**src/rtl/clk_mon_pkg.sv**
```systemverilog
`default_nettype none
// +-----------------------------------------------------------------------+
// | Module      : clk_mon_pkg                                             |
// | Description : Shared types and default sizing for the clock period    |
// |               monitor (FSM state encoding, counter width, lock depth).|
// | Revision    : 1.0 - initial release                                   |
// +-----------------------------------------------------------------------+
package clk_mon_pkg;

  localparam int CNT_W_DEF    = 16;
  localparam int LOCK_CNT_DEF = 4;

  typedef enum logic [1:0] {
    IDLE      = 2'd0,
    WAIT_EDGE = 2'd1,
    MEAS_HIGH = 2'd2,
    MEAS_LOW  = 2'd3
  } mon_state_t;

endpackage
`default_nettype wire

```
**src/rtl/clk_mon_edge.sv**
```systemverilog
`default_nettype none
// +-----------------------------------------------------------------------+
// | Module      : clk_mon_edge                                            |
// | Description : Single-register edge detector for the monitored signal. |
// |               rise/fall are combinational against the delayed copy.   |
// | Revision    : 1.0 - initial release                                   |
// +-----------------------------------------------------------------------+
module clk_mon_edge (
  input  logic clk,
  input  logic rst,
  input  logic sig_in,
  output logic rise,
  output logic fall
);

  logic r_sig_q;

  // One-cycle delayed copy of the monitored signal
  always_ff @(posedge clk) begin
    if (rst) begin
      r_sig_q <= 1'b0;
    end else begin
      r_sig_q <= sig_in;
    end
  end

  assign rise = sig_in & ~r_sig_q;
  assign fall = ~sig_in & r_sig_q;

endmodule
`default_nettype wire

```
**src/rtl/clk_period_monitor.sv**
```systemverilog
`default_nettype none
// +-----------------------------------------------------------------------+
// | Module      : clk_period_monitor                                      |
// | Description : Measures high/low lengths of a periodic signal in clk   |
// |               cycles, flags out-of-tolerance halves, declares lock    |
// |               after LOCK_CNT good periods and raises a sticky timeout.|
// |               Optional min/max period statistics when the macro       |
// |               CLK_MON_STATS_EN is defined (tied to 0 otherwise).      |
// | Revision    : 1.0 - initial release                                   |
// +-----------------------------------------------------------------------+
module clk_period_monitor
  import clk_mon_pkg::*;
#(
  parameter int CNT_W    = CNT_W_DEF,
  parameter int LOCK_CNT = LOCK_CNT_DEF
) (
  input  logic             clk,
  input  logic             rst,
  input  logic             enable,
  input  logic             sig_in,
  input  logic [CNT_W-1:0] exp_half,
  input  logic [7:0]       tol,
  output logic             meas_valid,
  output logic [CNT_W-1:0] high_cnt,
  output logic [CNT_W-1:0] low_cnt,
  output logic [CNT_W:0]   period_cnt,
  output logic             err,
  output logic             locked,
  output logic             ovf,
  output logic [CNT_W:0]   min_period,
  output logic [CNT_W:0]   max_period
);

  localparam int              c_GR_W     = $clog2(LOCK_CNT + 1);
  localparam int              c_DEV_W    = CNT_W + 8;
  localparam logic [c_GR_W-1:0] c_LOCK_VAL = c_GR_W'(LOCK_CNT);

  mon_state_t         r_state;
  mon_state_t         w_state_nxt;
  logic               w_rise;
  logic               w_fall;
  logic [CNT_W-1:0]   r_cnt;
  logic [CNT_W-1:0]   r_high_cap;
  logic [CNT_W-1:0]   r_high_cnt;
  logic [CNT_W-1:0]   r_low_cnt;
  logic [CNT_W:0]     r_period_cnt;
  logic               r_err;
  logic               r_meas_valid;
  logic               r_ovf;
  logic               r_en_q;
  logic [c_GR_W-1:0]  r_good_run;

  logic               w_cnt_sat;
  logic               w_cnt_load1;
  logic               w_cnt_inc;
  logic               w_cap_high;
  logic               w_load_meas;
  logic               w_timeout;
  logic               w_clear;
  logic               w_en_rise;
  logic [CNT_W-1:0]   w_high_dev;
  logic [CNT_W-1:0]   w_low_dev;
  logic               w_err;
  logic [CNT_W:0]     w_period_new;

  clk_mon_edge u_edge (
    .clk    (clk),
    .rst    (rst),
    .sig_in (sig_in),
    .rise   (w_rise),
    .fall   (w_fall)
  );

  assign w_cnt_sat = &r_cnt;
  assign w_en_rise = enable & ~r_en_q;

  // Unsigned absolute deviation of each half from the expected length;
  // widened before comparing with tol so nothing wraps
  assign w_high_dev   = (r_high_cap >= exp_half) ? (r_high_cap - exp_half) : (exp_half - r_high_cap);
  assign w_low_dev    = (r_cnt >= exp_half) ? (r_cnt - exp_half) : (exp_half - r_cnt);
  assign w_err        = (c_DEV_W'(w_high_dev) > c_DEV_W'(tol)) || (c_DEV_W'(w_low_dev) > c_DEV_W'(tol));
  assign w_period_new = {1'b0, r_high_cap} + {1'b0, r_cnt};

  // State register
  always_ff @(posedge clk) begin
    if (rst) begin
      r_state <= IDLE;
    end else begin
      r_state <= w_state_nxt;
    end
  end

  // Next-state and per-cycle control strobes; saturation wins over a
  // coincident edge so the edge is treated as a timeout
  always_comb begin
    w_state_nxt = r_state;
    w_cnt_load1 = 1'b0;
    w_cnt_inc   = 1'b0;
    w_cap_high  = 1'b0;
    w_load_meas = 1'b0;
    w_timeout   = 1'b0;
    w_clear     = 1'b0;
    if (!enable) begin
      w_state_nxt = IDLE;
      w_clear     = 1'b1;
    end else begin
      case (r_state)
        IDLE: begin
          w_state_nxt = WAIT_EDGE;
        end
        WAIT_EDGE: begin
          if (w_rise) begin
            w_state_nxt = MEAS_HIGH;
            w_cnt_load1 = 1'b1;
          end
        end
        MEAS_HIGH: begin
          if (w_cnt_sat) begin
            w_timeout   = 1'b1;
            w_state_nxt = WAIT_EDGE;
          end else if (w_fall) begin
            w_cap_high  = 1'b1;
            w_cnt_load1 = 1'b1;
            w_state_nxt = MEAS_LOW;
          end else begin
            w_cnt_inc = 1'b1;
          end
        end
        MEAS_LOW: begin
          if (w_cnt_sat) begin
            w_timeout   = 1'b1;
            w_state_nxt = WAIT_EDGE;
          end else if (w_rise) begin
            w_load_meas = 1'b1;
            w_cnt_load1 = 1'b1;
            w_state_nxt = MEAS_HIGH;
          end else begin
            w_cnt_inc = 1'b1;
          end
        end
        default: begin
          w_state_nxt = IDLE;
        end
      endcase
    end
  end

  // Phase length counter; starts at 1 on the cycle after an edge
  always_ff @(posedge clk) begin
    if (rst || w_clear || w_timeout) begin
      r_cnt <= '0;
    end else if (w_cnt_load1) begin
      r_cnt <= CNT_W'(1);
    end else if (w_cnt_inc) begin
      r_cnt <= r_cnt + CNT_W'(1);
    end
  end

  // Hold the high length until the closing rise completes the period
  always_ff @(posedge clk) begin
    if (rst) begin
      r_high_cap <= '0;
    end else if (w_cap_high) begin
      r_high_cap <= r_cnt;
    end
  end

  // Result registers and the one-cycle valid pulse
  always_ff @(posedge clk) begin
    if (rst) begin
      r_high_cnt   <= '0;
      r_low_cnt    <= '0;
      r_period_cnt <= '0;
      r_err        <= 1'b0;
      r_meas_valid <= 1'b0;
    end else begin
      r_meas_valid <= w_load_meas;
      if (w_load_meas) begin
        r_high_cnt   <= r_high_cap;
        r_low_cnt    <= r_cnt;
        r_period_cnt <= w_period_new;
        r_err        <= w_err;
      end
    end
  end

  // Consecutive good-measurement run, saturating at the lock depth
  always_ff @(posedge clk) begin
    if (rst || w_clear || w_timeout) begin
      r_good_run <= '0;
    end else if (w_load_meas) begin
      if (w_err) begin
        r_good_run <= '0;
      end else if (r_good_run != c_LOCK_VAL) begin
        r_good_run <= r_good_run + c_GR_W'(1);
      end
    end
  end

  // Sticky timeout flag, cleared only when a new run is requested
  always_ff @(posedge clk) begin
    if (rst) begin
      r_ovf  <= 1'b0;
      r_en_q <= 1'b0;
    end else begin
      r_en_q <= enable;
      if (w_en_rise) begin
        r_ovf <= 1'b0;
      end else if (w_timeout) begin
        r_ovf <= 1'b1;
      end
    end
  end

`ifdef CLK_MON_STATS_EN
  logic [CNT_W:0] r_min_period;
  logic [CNT_W:0] r_max_period;

  // Period extremes over all measurements since enable last rose
  always_ff @(posedge clk) begin
    if (rst) begin
      r_min_period <= '0;
      r_max_period <= '0;
    end else if (w_en_rise) begin
      r_min_period <= '1;
      r_max_period <= '0;
    end else if (w_load_meas) begin
      if (w_period_new < r_min_period) begin
        r_min_period <= w_period_new;
      end
      if (w_period_new > r_max_period) begin
        r_max_period <= w_period_new;
      end
    end
  end

  assign min_period = r_min_period;
  assign max_period = r_max_period;
`else
  assign min_period = '0;
  assign max_period = '0;
`endif

  assign meas_valid = r_meas_valid;
  assign high_cnt   = r_high_cnt;
  assign low_cnt    = r_low_cnt;
  assign period_cnt = r_period_cnt;
  assign err        = r_err;
  assign locked     = (r_good_run == c_LOCK_VAL);
  assign ovf        = r_ovf;

endmodule
`default_nettype wire

```
**config.mk**
```make
export PLATFORM = sky130hd
export DESIGN_NAME = clk_period_monitor
export DESIGN_NICKNAME = d
export VERILOG_FILES = /design/src/rtl/clk_mon_pkg.sv /design/src/rtl/clk_mon_edge.sv /design/src/rtl/clk_period_monitor.sv
export SDC_FILE = /design/constraint.sdc
export NUM_CORES = 1
export LEC_CHECK = 0
export BUFFER_PORTS_ARGS = -buffer_cell sky130_fd_sc_hd__buf_4
export CORE_ASPECT_RATIO = 1.25
export CORE_UTILIZATION = 50
export CTS_BUF_LIST = sky130_fd_sc_hd__clkbuf_4 sky130_fd_sc_hd__clkbuf_8
export CTS_CLUSTER_DIAMETER = 150
export DETAILED_ROUTE_END_ITERATION = 6
export PLACE_DENSITY = 0.81
export SYNTH_ARGS = -nofsm -noshare
export SYNTH_HDL_FRONTEND = slang
export SYNTH_SLANG_ARGS = --single-unit
```
**constraint.sdc**
```tcl
create_clock -name clk -period 5.3 [get_ports clk]
set_input_delay 0.53 -clock clk [delete_from_list [all_inputs] [get_ports clk]]
set_output_delay 0.53 -clock clk [all_outputs]
set_load 0.005 [all_outputs]
```
==> results of run 1 <==
==> critical path: stages, from the launching register on <==
cell       delay, ns
dfxtp_1         0.34
inv_1           0.06
ha_1            0.16
inv_1           0.06
fa_1            0.38
a21o_1          0.21
a2111oi_4       0.40
buf_4           0.18
o211a_1         0.18
o21a_1          0.26
buf_4           0.15
nand2_1         0.04
o31a_1          0.13
xor2_1          0.14
ha_1            0.31
a21oi_1         0.15
o21ai_0         0.10
o22ai_1         0.22
o21ai_1         0.15
a2111o_1        0.32
a211oi_2        0.15
nand4_1         0.16
nor4_4          0.43
o211ai_1        0.15
a21oi_1         0.16
==> worst paths after layout <==
check	startpoint	to
max reg2reg	r_high_cap[0]	r_good_run[0]
min reg2reg	period_cnt[10]	period_cnt[10]
max	r_high_cap[0]	r_good_run[0]
min	sig_in	r_state[0]
==> cell usage after synthesis, drive strengths merged, types with 6 or more instances <==
cell and number:
a211oi 13, a21o 23, a21oi 128, a311oi 6, a31oi 10, and2 8, and3 7, buf 40
clkbuf 43, dfxtp 91, ha 97, inv 82, mux2i 10, nand2 165, nand2b 9, nand3 16
nand4 15, nor2 64, nor2b 16, nor3 18, nor4 6, o211ai 15, o21a 15, o21ai 44
o31ai 10, xnor2 28, xor2 19
==> cells in the final DEF (no fill, tap or decap), types with 4 or more instances in the layout <==
cell,instances
a211oi_1,10
a21o_1,22
a21oi_1,128
a221oi_1,4
a311oi_1,5
a31oi_1,9
and2_1,8
and3_1,7
and4_1,4
buf_4,131
clkbuf_8,9
conb_1,34
dfxtp_1,90
fa_1,4
ha_1,96
inv_1,80
mux2i_1,10
nand2_1,165
nand2b_1,9
nand3_1,16
nand3b_1,4
nand4_1,15
nor2_1,63
nor2b_1,16
nor3_1,18
nor4_1,5
o2111ai_1,5
o211ai_1,15
o21a_1,15
o21ai_0,38
o21ai_1,4
o21bai_1,4
o31ai_1,10
or2_2,4
or3_1,4
xnor2_1,28
xor2_1,19
==> flip-flops by register name, indices dropped and copies added (netlist names) <==
register        count
ovf                 1
r_high_cap         16
period_cnt         17
r_state             2
r_cnt              16
r_good_run          3
u_edge.r_sig_q      1
high_cnt           16
meas_valid          1
err                 1
low_cnt            16
r_en_q              1
==> layer usage <==
layer | track usage, % | vias up
met5 | 0 | -
met4 | 11.89 | 0
met3 | 2.488 | 47
met2 | 45.97 | 301
met1 | 34.66 | 3606
li1 | - | 3859
==> where the power goes <==
part	total (W)	switching [W]	leakage, nW	internal [W]
clock network	0.000490	0.000262	0.0973	0.000228
registers	0.000686	0.00000151	0.734	0.000685
logic	0.000279	0.000165	3.17	0.000114
total	0.00146	0.000428	4.00	0.00103
==> cell type report <==
cell class,count,area [sq um]
fillers,1467,6452
multi-input cells,847,5599
flip-flops and latches,91,1823
repair buffers,131,983.4
inverters,82,307.8
well taps,212,265.3
clock buffers,10,131.4
clock inverters,6,71.32
==> cell families after synthesis <==
family	Yosys count	synth area share (%)
compound gates	306	24.61
xor+xnor	47	5.150
fa+ha+maj	102	16.44
buf+inv	165	9.502
flops	91	22.79
mux	13	1.675
other cells	1	0.04692
simple gates	345	19.79
==> through the flow <==
step                      worst slack (ns)  setup TNS (ns)  cell area [sq um]  hold WS (ns)  instances
after floorplan                     0.3660               0               8117        0.4482       1103
after global placement             0.01646               0               8906        0.4440       1361
after detailed placement           -0.1333         -0.3282               8906        0.4450       1361
after CTS                          0.09412               0               9109        0.3458       1377
after global routing              -0.03580        -0.03683               9181        0.3544       1379
final                               0.2197               0               9181        0.3490       1379
==> repair_timing <==
| item | CTS | global route |
|---|---|---|
| buffers inserted | 0 | 2 |
| resized for setup | 0 | 15 |
| setup endpoints to repair | 0 | 4 |
==> flow_summary.html, run 1 <==
<table>
<tr><th>Metric</th><th>Value</th></tr>
<tr><th colspan="2">Floorplanning</th></tr>
<tr><td>Initial Utilization</td><td>51.12%</td></tr>
<tr><td>Die span in x</td><td>115.1 um</td></tr>
<tr><td>Area of the core region</td><td>15630 sq um</td></tr>
<tr><td>Standard-cell rows</td><td>51</td></tr>
<tr><td>Number of top-level pins</td><td>115</td></tr>
<tr><td>Die outline area</td><td>16500 sq um</td></tr>
<tr><td>Die Height</td><td>143.4 um</td></tr>
<tr><th colspan="2">Logic synthesis</th></tr>
<tr><td>Number of synthesized register bits</td><td>91</td></tr>
<tr><td>Number of enable flip-flop cells after synthesis</td><td>0</td></tr>
<tr><td>Top cells by area in the synthesized netlist</td><td>dfxtp_1 (23%), ha_1 (15%), a21oi_1 (8.0%), nand2_1 (7.7%), inv_1 (3.9%)</td></tr>
<tr><td>Total of warnings raised by yosys</td><td>0</td></tr>
<tr><td>Most frequently used flop master after synthesis</td><td>dfxtp_1</td></tr>
<tr><td>Top cell type's share of synthesized area</td><td>22.79%</td></tr>
<tr><td>Mapped Area</td><td>7993 sq um</td></tr>
<tr><td>Count of cell types in the netlist</td><td>71</td></tr>
<tr><td>Portion of the post-synthesis area used by sequential elements</td><td>22.79%</td></tr>
<tr><td>Mean post-synth cell area</td><td>7.470 sq um</td></tr>
<tr><td>Synthesized netlist cell count</td><td>1070</td></tr>
<tr><td>Area leader, netlist</td><td>dfxtp_1</td></tr>
<tr><td>Share of flip-flops with an asynchronous set or reset</td><td>0%</td></tr>
<tr><th colspan="2">Routing</th></tr>
<tr><td>1st-pass router iterations</td><td>6</td></tr>
<tr><td>Max Used Layer</td><td>met4</td></tr>
<tr><td>Routed wire length on met3</td><td>1156 um</td></tr>
<tr><td>Final routed DRC violation total</td><td>0</td></tr>
<tr><td>Overall via count from detail_route</td><td>7813</td></tr>
<tr><td>Total met2 wirelength after detailed routing</td><td>10530 um</td></tr>
<tr><td>Remaining antenna violation count</td><td>0</td></tr>
<tr><td>Routed length per instance</td><td>15.98 um</td></tr>
<tr><td>Ratio of routed vias to standard cells</td><td>5.666</td></tr>
<tr><td>Routed Wire Length</td><td>22040 um</td></tr>
<tr><td>Number of DRC violations after detailed-routing iteration 0</td><td>512</td></tr>
<tr><td>Length of routed wiring on met1</td><td>9643 um</td></tr>
<tr><th colspan="2">STA</th></tr>
<tr><td>Post-route minimum period</td><td>5.080 ns</td></tr>
<tr><td>Max Fclk</td><td>196.8 MHz</td></tr>
<tr><td>Transition time of the tightest slew-check pin</td><td>1.090 ns</td></tr>
<tr><td>Final clock period utilization by the worst path</td><td>95.85%</td></tr>
<tr><td>Setup repair after global routing missed its margin</td><td>yes</td></tr>
<tr><td>Finish-stage setup viols</td><td>0</td></tr>
<tr><td>Final Max Tran Viols</td><td>0</td></tr>
<tr><td>Clock skew after layout</td><td>0.01277 ns</td></tr>
<tr><td>Number of endpoints with negative hold slack in the final report</td><td>0</td></tr>
<tr><td>Slew headroom</td><td>27.19%</td></tr>
<tr><th colspan="2">Global routing</th></tr>
<tr><td>Final global-route overflow total</td><td>0</td></tr>
<tr><td>Overall Global Routing Usage</td><td>27.04%</td></tr>
<tr><td>Number of global-route vias before repair</td><td>7330</td></tr>
<tr><td>Antenna violations before repair</td><td>0</td></tr>
<tr><td>First-pass GRT wire length</td><td>35220 um</td></tr>
<tr><td>Maximum number of pins on one net before global-route repair</td><td>71</td></tr>
<tr><th colspan="2">Job</th></tr>
<tr><td>Max-Cap Viols</td><td>0</td></tr>
<tr><th colspan="2">Placement</th></tr>
<tr><td>Post-detailed-placement half-perimeter wirelength</td><td>17500 um</td></tr>
<tr><td>Weighted congestion reported at the end of routability-driven placement</td><td>0.9919</td></tr>
<tr><td>IO Port Bufs</td><td>80</td></tr>
<tr><th colspan="2">Final layout</th></tr>
<tr><td>Final core area utilization</td><td>58.73%</td></tr>
<tr><td>Layout cell share with drive strength beyond 1</td><td>15.08%</td></tr>
<tr><td>Synthesis-to-layout area growth</td><td>14.87%</td></tr>
<tr><td>Final #Nets</td><td>1292</td></tr>
<tr><td>Total inserted antenna cells</td><td>0</td></tr>
<tr><th colspan="2">Clock network</th></tr>
<tr><td>H-tree depth</td><td>3</td></tr>
<tr><td>Clock latency at the later pin of the worst-skew pair</td><td>0.37 ns</td></tr>
<tr><td>Count of hold buffers inserted by post-cts repair</td><td>0</td></tr>
<tr><td>CTS sink count</td><td>91</td></tr>
<tr><td>TritonCTS clock tree</td><td>built</td></tr>
<tr><td>Maximum root-to-sink buffer count</td><td>2</td></tr>
<tr><td>CTS buffer count</td><td>9</td></tr>
<tr><td>Clock input transition at the sequential cells of the worst setup and hold paths</td><td>0.10 ns</td></tr>
<tr><td>Root buffer cell</td><td>clkbuf_8</td></tr>
<tr><th colspan="2">Critical path</th></tr>
<tr><td>Flop-to-flop setup slack</td><td>0.22 ns</td></tr>
<tr><td>Data required time of the critical path</td><td>5.60 ns</td></tr>
<tr><td>Worst-case reg-to-reg path depth</td><td>24</td></tr>
<tr><td>Crit end category</td><td>flip-flop</td></tr>
<tr><td>Data arrival, critical path</td><td>5.38 ns</td></tr>
<tr><td>Worst Path Class, Setup</td><td>reg -&gt; reg</td></tr>
<tr><td>Largest driver fanout on the critical path</td><td>4</td></tr>
<tr><td>Worst setup SP type</td><td>flip-flop</td></tr>
<tr><th colspan="2">Pwr</th></tr>
<tr><td>Worst ir drop on vdd</td><td>0.1852 mV</td></tr>
<tr><td>Pwr/cell area</td><td>158.5 nW/um^2</td></tr>
<tr><td>Static power due to leakage</td><td>4.002 nW</td></tr>
<tr><td>Post-layout power</td><td>0.001455 W</td></tr>
<tr><th colspan="2">Outcome</th></tr>
<tr><td>Status</td><td>finished clean</td></tr>
<tr><th colspan="2">Worst hold path</th></tr>
<tr><td>Worst hold path depth</td><td>2</td></tr>
<tr><td>Worst min path class</td><td>in -&gt; reg</td></tr>
</table>
Power figures use the tool's default switching activity.
==> inputs of run 2 (changes only) <==
--- a/config.mk
+++ b/config.mk
@@ -13,3 +13,3 @@
 export DETAILED_ROUTE_END_ITERATION = 6
-export PLACE_DENSITY = 0.81
+export PLACE_DENSITY = 0.84
 export SYNTH_ARGS = -nofsm -noshare
==> constraint.sdc (replaced) <==
create_clock -name clk -period 4.4 [get_ports clk]
set_input_delay 0.22 -clock clk [delete_from_list [all_inputs] [get_ports clk]]
set_output_delay 0.22 -clock clk [all_outputs]
set_load 0.005 [all_outputs]
==> flow_summary.html, run 2 (synthesis gave the netlist of run 1 again) <==
<table>
<tr><th>Metric</th><th>Value</th></tr>
<tr><th colspan="2">Global routing</th></tr>
<tr><td>Antenna violations before repair</td><td>0</td></tr>
<tr><td>Maximum number of pins on one net before global-route repair</td><td>71</td></tr>
<tr><td>Number of global-route vias before repair</td><td>7860</td></tr>
<tr><td>Final global-route overflow total</td><td>0</td></tr>
<tr><td>Overall Global Routing Usage</td><td>28.85%</td></tr>
<tr><td>First-pass GRT wire length</td><td>37720 um</td></tr>
<tr><th colspan="2">Floorplanning</th></tr>
<tr><td>Die Height</td><td>143.4 um</td></tr>
<tr><td>Die span in x</td><td>115.1 um</td></tr>
<tr><td>Initial Utilization</td><td>51.12%</td></tr>
<tr><td>Die outline area</td><td>16500 sq um</td></tr>
<tr><td>Number of top-level pins</td><td>115</td></tr>
<tr><td>Area of the core region</td><td>15630 sq um</td></tr>
<tr><td>Standard-cell rows</td><td>51</td></tr>
<tr><th colspan="2">Final layout</th></tr>
<tr><td>Flip-flop count of the largest register, all copies and words added</td><td>17</td></tr>
<tr><td>Total inserted antenna cells</td><td>0</td></tr>
<tr><td>Layout cell share with drive strength beyond 1</td><td>22.29%</td></tr>
<tr><td>Filler cell count in the final layout</td><td>1362</td></tr>
<tr><td>Area taken by multi-input logic gates</td><td>5590 sq um</td></tr>
<tr><td>Commonest non-fill, non-tap cell in the layout</td><td>buf_4</td></tr>
<tr><td>Sequential cell area in the final layout</td><td>1826 sq um</td></tr>
<tr><td>Synthesis-to-layout area growth</td><td>25.02%</td></tr>
<tr><td>Most frequent cells in the layout</td><td>buf_4 (238), nand2_1 (165), a21oi_1 (128)</td></tr>
<tr><td>Final #Nets</td><td>1399</td></tr>
<tr><th colspan="2">Critical path</th></tr>
<tr><td>Worst setup SP type</td><td>flip-flop</td></tr>
<tr><td>Critical-path cell list</td><td>inv_2 -&gt; ha_4 -&gt; inv_2 -&gt; fa_2 -&gt; a21o_4 -&gt; a2111oi_4 -&gt; o21bai_2 -&gt; a311oi_4 -&gt; and2b_1 -&gt; a221o_1 -&gt; a221oi_2 -&gt; xnor2_1 -&gt; ha_1 -&gt; nand4_1 -&gt; mux2i_2 -&gt; o21ai_2 -&gt; a2111o_1 -&gt; a211oi_2 -&gt; nand4_1 -&gt; nor4_4 -&gt; o211ai_1 -&gt; a21oi_1</td></tr>
<tr><td>Worst Path Class, Setup</td><td>reg -&gt; reg</td></tr>
<tr><td>Largest driver fanout on the critical path</td><td>4</td></tr>
<tr><td>Data arrival, critical path</td><td>5.20 ns</td></tr>
<tr><td>Cell with the biggest individual delay on the critical path</td><td>a2111oi_4</td></tr>
<tr><td>Crit-path max cell delay</td><td>0.41 ns</td></tr>
<tr><td>Crit end category</td><td>flip-flop</td></tr>
<tr><td>Data required time of the critical path</td><td>4.69 ns</td></tr>
<tr><th colspan="2">Pwr</th></tr>
<tr><td>Pwr/cell area</td><td>183.0 nW/um^2</td></tr>
<tr><td>Worst ir drop on vdd</td><td>0.2144 mV</td></tr>
<tr><td>Static power due to leakage</td><td>4.543 nW</td></tr>
<tr><th colspan="2">Job</th></tr>
<tr><td>Max-Cap Viols</td><td>0</td></tr>
<tr><th colspan="2">Routing</th></tr>
<tr><td>Final routed DRC violation total</td><td>0</td></tr>
<tr><td>Ratio of routed vias to standard cells</td><td>5.618</td></tr>
<tr><td>Routed Wire Length</td><td>23430 um</td></tr>
<tr><td>Overall via count from detail_route</td><td>8349</td></tr>
<tr><td>Number of DRC violations after detailed-routing iteration 0</td><td>588</td></tr>
<tr><td>Routed length per instance</td><td>15.77 um</td></tr>
<tr><td>1st-pass router iterations</td><td>5</td></tr>
<tr><td>Remaining antenna violation count</td><td>0</td></tr>
<tr><th colspan="2">Placement</th></tr>
<tr><td>Placement Setup Slack</td><td>-0.6740 ns</td></tr>
<tr><td>Post-detailed-placement half-perimeter wirelength</td><td>18710 um</td></tr>
<tr><td>Weighted congestion reported at the end of routability-driven placement</td><td>0.9406</td></tr>
<tr><td>IO Port Bufs</td><td>80</td></tr>
<tr><th colspan="2">STA</th></tr>
<tr><td>Final Max Tran Viols</td><td>0</td></tr>
<tr><td>Slack of the critical path</td><td>-0.5056 ns</td></tr>
<tr><td>Setup repair after global routing missed its margin</td><td>yes</td></tr>
<tr><td>Transition time of the tightest slew-check pin</td><td>1.079 ns</td></tr>
<tr><td>Number of endpoints with negative hold slack in the final report</td><td>0</td></tr>
<tr><td>TNS Setup</td><td>-1.933 ns</td></tr>
<tr><td>Final clock period utilization by the worst path</td><td>111.5%</td></tr>
<tr><td>Max Fclk</td><td>203.9 MHz</td></tr>
<tr><td>Finish-stage setup viols</td><td>4</td></tr>
<tr><td>Post-route minimum period</td><td>4.906 ns</td></tr>
<tr><td>Clock skew after layout</td><td>0.01384 ns</td></tr>
<tr><td>Slew headroom</td><td>27.91%</td></tr>
<tr><th colspan="2">Outcome</th></tr>
<tr><td>Status</td><td>finished, violations left</td></tr>
<tr><td>Violations in the final reports</td><td>setup timing</td></tr>
<tr><th colspan="2">Worst hold path</th></tr>
<tr><td>Worst min path class</td><td>in -&gt; reg</td></tr>
<tr><th colspan="2">Clock network</th></tr>
<tr><td>Root buffer cell</td><td>clkbuf_8</td></tr>
<tr><td>H-tree depth</td><td>3</td></tr>
<tr><td>Count of hold buffers inserted by post-cts repair</td><td>0</td></tr>
<tr><td>CTS sink count</td><td>91</td></tr>
<tr><td>TritonCTS clock tree</td><td>built</td></tr>
<tr><td>CTS buffer count</td><td>9</td></tr>
<tr><td>Maximum root-to-sink buffer count</td><td>2</td></tr>
<tr><td>Clock input transition at the sequential cells of the worst setup and hold paths</td><td>0.09 ns</td></tr>
<tr><td>Clock latency at the later pin of the worst-skew pair</td><td>0.37 ns</td></tr>
</table>
[run 2: area by class of cell]
| cell class | instances | share of cell area [%] |
|---|---|---|
| clock buffers | 11 | 1.390 |
| flip-flops and latches | 91 | 18.27 |
| multi-input cells | 847 | 55.95 |
| well taps | 212 | 2.655 |
| clock inverters | 5 | 0.7764 |
| inverters | 82 | 3.080 |
| repair buffers | 238 | 17.88 |
[run 2: worst max-delay path, delay by kind of cell (launching register included)]
| kind | cells | cell delay, ns |
|---|---|---|
| AO/OA/AOI/OAI | 11 | 2.48 |
| XOR/XNOR | 1 | 0.15 |
| multiplexers | 1 | 0.25 |
| buffers and inverters | 2 | 0.09 |
| AND/OR/NAND/NOR | 4 | 0.78 |
| adder cells (fa/ha/maj) | 3 | 0.72 |
| flip-flops | 1 | 0.35 |
[run 2: worst paths after layout]
kind / from / slack, ns / end / cells after the start
setup / recovery: r_cnt[0] / -0.51 / r_good_run[0] / 22
hold / removal: sig_in / 0.06 / r_state[0] / 2
setup reg to reg: r_cnt[0] / -0.51 / r_good_run[0] / 22
hold reg to reg: high_cnt[0] / 0.46 / high_cnt[0] / 2
[run 2: power breakdown]
group	leakage [nW]	switching [W]	internal, W
Sequential	0.734	0.00000176	0.000824
Combinational	3.70	0.000209	0.000166
Clock	0.110	0.000296	0.000331
Total	4.54	0.000507	0.00132
[run 2: stage by stage]
stage	utilization, %	instances	cell area (sq um)	hold slack [ns]	total power, W
floorplan	-	1103	8149	0.3084	0.001089
global placement	62.15	1465	9717	0.4273	0.001198
detailed placement	62.15	1465	9717	0.4321	0.001205
CTS	63.79	1484	9973	0.04857	0.001823
global route	63.91	1486	9992	0.05669	0.001903
finish	63.91	1486	9992	0.05546	0.001828
[run 2: metal layers]
layer  GRT usage [%]  routed length (um)  up-vias
met5               0                   0        -
met4           11.62                 675        0
met3           3.374                1485       57
met2           50.35               11370      333
met1           35.88                9900     3904
li1                -                   -     4055
[run 2: repair_timing]
action	CTS	global route
pin swaps	12	1
resized for setup	4	1
endpoints found under the setup margin	4	4
setup buffers	3	2
==> inputs of run 3 (changes only) <==
- REMOVE_ABC_BUFFERS: unset -> 1
==> flow_summary.html, run 3 (synthesis gave the netlist of run 1 again) <==
<table>
<tr><th>Metric</th><th>Value</th></tr>
<tr><th colspan="2">Outcome</th></tr>
<tr><td>Status</td><td>finished, violations left</td></tr>
<tr><td>Violations in the final reports</td><td>setup timing</td></tr>
<tr><th colspan="2">Final layout</th></tr>
<tr><td>Most frequent cells in the layout</td><td>buf_4 (226), nand2_1 (165), a21oi_1 (128)</td></tr>
<tr><td>Commonest non-fill, non-tap cell in the layout</td><td>buf_4</td></tr>
<tr><td>Area taken by multi-input logic gates</td><td>5605 sq um</td></tr>
<tr><td>Non-filler instance count after layout</td><td>1475</td></tr>
<tr><td>Synthesis-to-layout area growth</td><td>24.08%</td></tr>
<tr><td>Total inserted antenna cells</td><td>0</td></tr>
<tr><td>Final Instance Area</td><td>9917 sq um</td></tr>
<tr><td>Filler cell count in the final layout</td><td>1296</td></tr>
<tr><td>Final #Nets</td><td>1388</td></tr>
<tr><td>Sequential cell area in the final layout</td><td>1823 sq um</td></tr>
<tr><td>Flip-flop count of the largest register, all copies and words added</td><td>17</td></tr>
<tr><td>Layout cell share with drive strength beyond 1</td><td>21.77%</td></tr>
<tr><td>Final core area utilization</td><td>63.43%</td></tr>
<tr><th colspan="2">Job</th></tr>
<tr><td>Max-Cap Viols</td><td>0</td></tr>
<tr><th colspan="2">Clock network</th></tr>
<tr><td>CTS sink count</td><td>91</td></tr>
<tr><td>Root buffer cell</td><td>clkbuf_8</td></tr>
<tr><td>Clock input transition at the sequential cells of the worst setup and hold paths</td><td>0.10 ns</td></tr>
<tr><td>Count of hold buffers inserted by post-cts repair</td><td>0</td></tr>
<tr><td>H-tree depth</td><td>3</td></tr>
<tr><td>TritonCTS clock tree</td><td>built</td></tr>
<tr><td>Maximum root-to-sink buffer count</td><td>2</td></tr>
<tr><td>Clock latency at the later pin of the worst-skew pair</td><td>0.38 ns</td></tr>
<tr><td>CTS buffer count</td><td>9</td></tr>
<tr><th colspan="2">Placement</th></tr>
<tr><td>Placed Area</td><td>9597 sq um</td></tr>
<tr><td>IO Port Bufs</td><td>80</td></tr>
<tr><td>Placed cell count</td><td>1453</td></tr>
<tr><td>Weighted congestion reported at the end of routability-driven placement</td><td>0.9856</td></tr>
<tr><td>Post-detailed-placement half-perimeter wirelength</td><td>18650 um</td></tr>
<tr><th colspan="2">Critical path</th></tr>
<tr><td>R2R Path Start</td><td>r_cnt[0]</td></tr>
<tr><td>Data arrival, critical path</td><td>5.06 ns</td></tr>
<tr><td>Crit end category</td><td>flip-flop</td></tr>
<tr><td>Data required time of the critical path</td><td>4.62 ns</td></tr>
<tr><td>R2r endpoint</td><td>err</td></tr>
<tr><td>Worst-case reg-to-reg path depth</td><td>22</td></tr>
<tr><td>Flop-to-flop setup slack</td><td>-0.44 ns</td></tr>
<tr><td>Worst Path Class, Setup</td><td>reg -&gt; reg</td></tr>
<tr><td>Largest driver fanout on the critical path</td><td>4</td></tr>
<tr><td>Worst setup SP type</td><td>flip-flop</td></tr>
<tr><th colspan="2">Worst hold path</th></tr>
<tr><td>Worst hold endpoint</td><td>r_state[0]</td></tr>
<tr><td>Worst min path class</td><td>in -&gt; reg</td></tr>
<tr><td>HP Start</td><td>sig_in</td></tr>
<tr><td>Worst hold path depth</td><td>2</td></tr>
<tr><th colspan="2">Pwr</th></tr>
<tr><td>Pwr/cell area</td><td>181.7 nW/um^2</td></tr>
<tr><td>Static power due to leakage</td><td>4.488 nW</td></tr>
<tr><td>Worst ir drop on vdd</td><td>0.2296 mV</td></tr>
<tr><td>Post-layout power</td><td>0.001802 W</td></tr>
<tr><th colspan="2">STA</th></tr>
<tr><td>Transition time of the tightest slew-check pin</td><td>1.273 ns</td></tr>
<tr><td>Final clock period utilization by the worst path</td><td>110.0%</td></tr>
<tr><td>Number of endpoints with negative hold slack in the final report</td><td>0</td></tr>
<tr><td>Slack of the critical path</td><td>-0.4405 ns</td></tr>
<tr><td>Final Max Tran Viols</td><td>0</td></tr>
<tr><td>Post-route minimum period</td><td>4.841 ns</td></tr>
<tr><td>Clock skew after layout</td><td>0.01454 ns</td></tr>
<tr><td>Max Fclk</td><td>206.6 MHz</td></tr>
<tr><td>Finish-stage setup viols</td><td>4</td></tr>
<tr><td>Setup repair after global routing missed its margin</td><td>yes</td></tr>
<tr><td>Slew headroom</td><td>14.83%</td></tr>
<tr><th colspan="2">Routing</th></tr>
<tr><td>1st-pass router iterations</td><td>6</td></tr>
<tr><td>Routed Wire Length</td><td>23380 um</td></tr>
<tr><td>Final routed DRC violation total</td><td>0</td></tr>
<tr><td>Number of DRC violations after detailed-routing iteration 0</td><td>649</td></tr>
<tr><td>Ratio of routed vias to standard cells</td><td>5.671</td></tr>
<tr><td>Remaining antenna violation count</td><td>0</td></tr>
<tr><td>Routed length per instance</td><td>15.85 um</td></tr>
<tr><td>Overall via count from detail_route</td><td>8365</td></tr>
<tr><th colspan="2">Global routing</th></tr>
<tr><td>First-pass GRT wire length</td><td>37620 um</td></tr>
<tr><td>Final global-route overflow total</td><td>0</td></tr>
<tr><td>Maximum number of pins on one net before global-route repair</td><td>71</td></tr>
<tr><td>Antenna violations before repair</td><td>0</td></tr>
<tr><td>Overall Global Routing Usage</td><td>28.67%</td></tr>
<tr><td>Number of global-route vias before repair</td><td>7960</td></tr>
<tr><th colspan="2">Floorplanning</th></tr>
<tr><td>Die Height</td><td>143.4 um</td></tr>
<tr><td>Number of top-level pins</td><td>115</td></tr>
<tr><td>Die span in x</td><td>115.1 um</td></tr>
<tr><td>Initial Utilization</td><td>51.12%</td></tr>
<tr><td>Standard-cell rows</td><td>51</td></tr>
<tr><td>Die outline area</td><td>16500 sq um</td></tr>
<tr><td>Area of the core region</td><td>15630 sq um</td></tr>
</table>
[run 3: power breakdown]
group | switching (W) | internal [W]
clock | 0.000316 | 0.000287
sequential | 0.00000184 | 0.000825
combinational | 0.000209 | 0.000164
[run 3: repair_timing]
action                     CTS  global route
setup endpoints to repair    4             4
pin swaps                   12             5
gates resized for setup     15             4
setup buffers                4             2
[run 3: layout make-up]
| type | instances | share of cell area [%] |
|---|---|---|
| timing repair buffer | 227 | 17.22 |
| clock buffer | 11 | 1.464 |
| inverter | 82 | 3.104 |
| sequential | 91 | 18.38 |
| multi-input combinational | 847 | 56.52 |
| clock inverter | 5 | 0.6308 |
| tap | 212 | 2.675 |
[run 3: how the worst max path moves through the flow]
stage,startpoint,endpoint,slack [ns]
2_1_floorplan,r_cnt[0],r_good_run[2],-0.75
3_3_place_gp,r_cnt[0],r_good_run[2],-0.59
3_5_place_dp,r_cnt[0],r_good_run[2],-0.77
4_1_cts,r_cnt[0],r_good_run[2],-0.44
5_1_grt,r_cnt[0],r_good_run[2],-0.63
6_report,r_cnt[0],err,-0.44
[run 3: metrics by stage]
stage	hold slack, ns	setup WS (ns)	TNS, ns
CTS	0.03037	-0.4374	-1.590
finish	0.03893	-0.4405	-1.590
floorplan	0.2891	-0.7469	-2.775
global placement	0.4233	-0.5896	-2.265
detailed placement	0.4302	-0.7656	-2.888
global route	0.02619	-0.6348	-2.449
[run 3: routing by layer]
metal	up-vias	global-route usage [%]	wire (um)
met5	-	0	0
met4	0	11.96	644
met3	50	3.458	1462
met2	346	50.06	11640
met1	3929	35.41	9630
li1	4040	-	-
[run 3: worst max-delay path, stage by stage (launching register included)]
cell,delay [ns]
dfxtp_2,0.34
inv_2,0.06
ha_4,0.12
inv_2,0.04
fa_2,0.34
a21o_4,0.22
a2111oi_4,0.33
o21bai_2,0.16
a311oi_4,0.27
and2b_1,0.22
a221o_1,0.27
a221oi_2,0.24
xnor2_1,0.15
ha_1,0.26
nand4_1,0.12
mux2i_1,0.23
o21ai_2,0.11
a2111o_1,0.31
a211oi_2,0.16
nand4_1,0.19
nor4_4,0.31
buf_4,0.18
a311oi_1,0.07
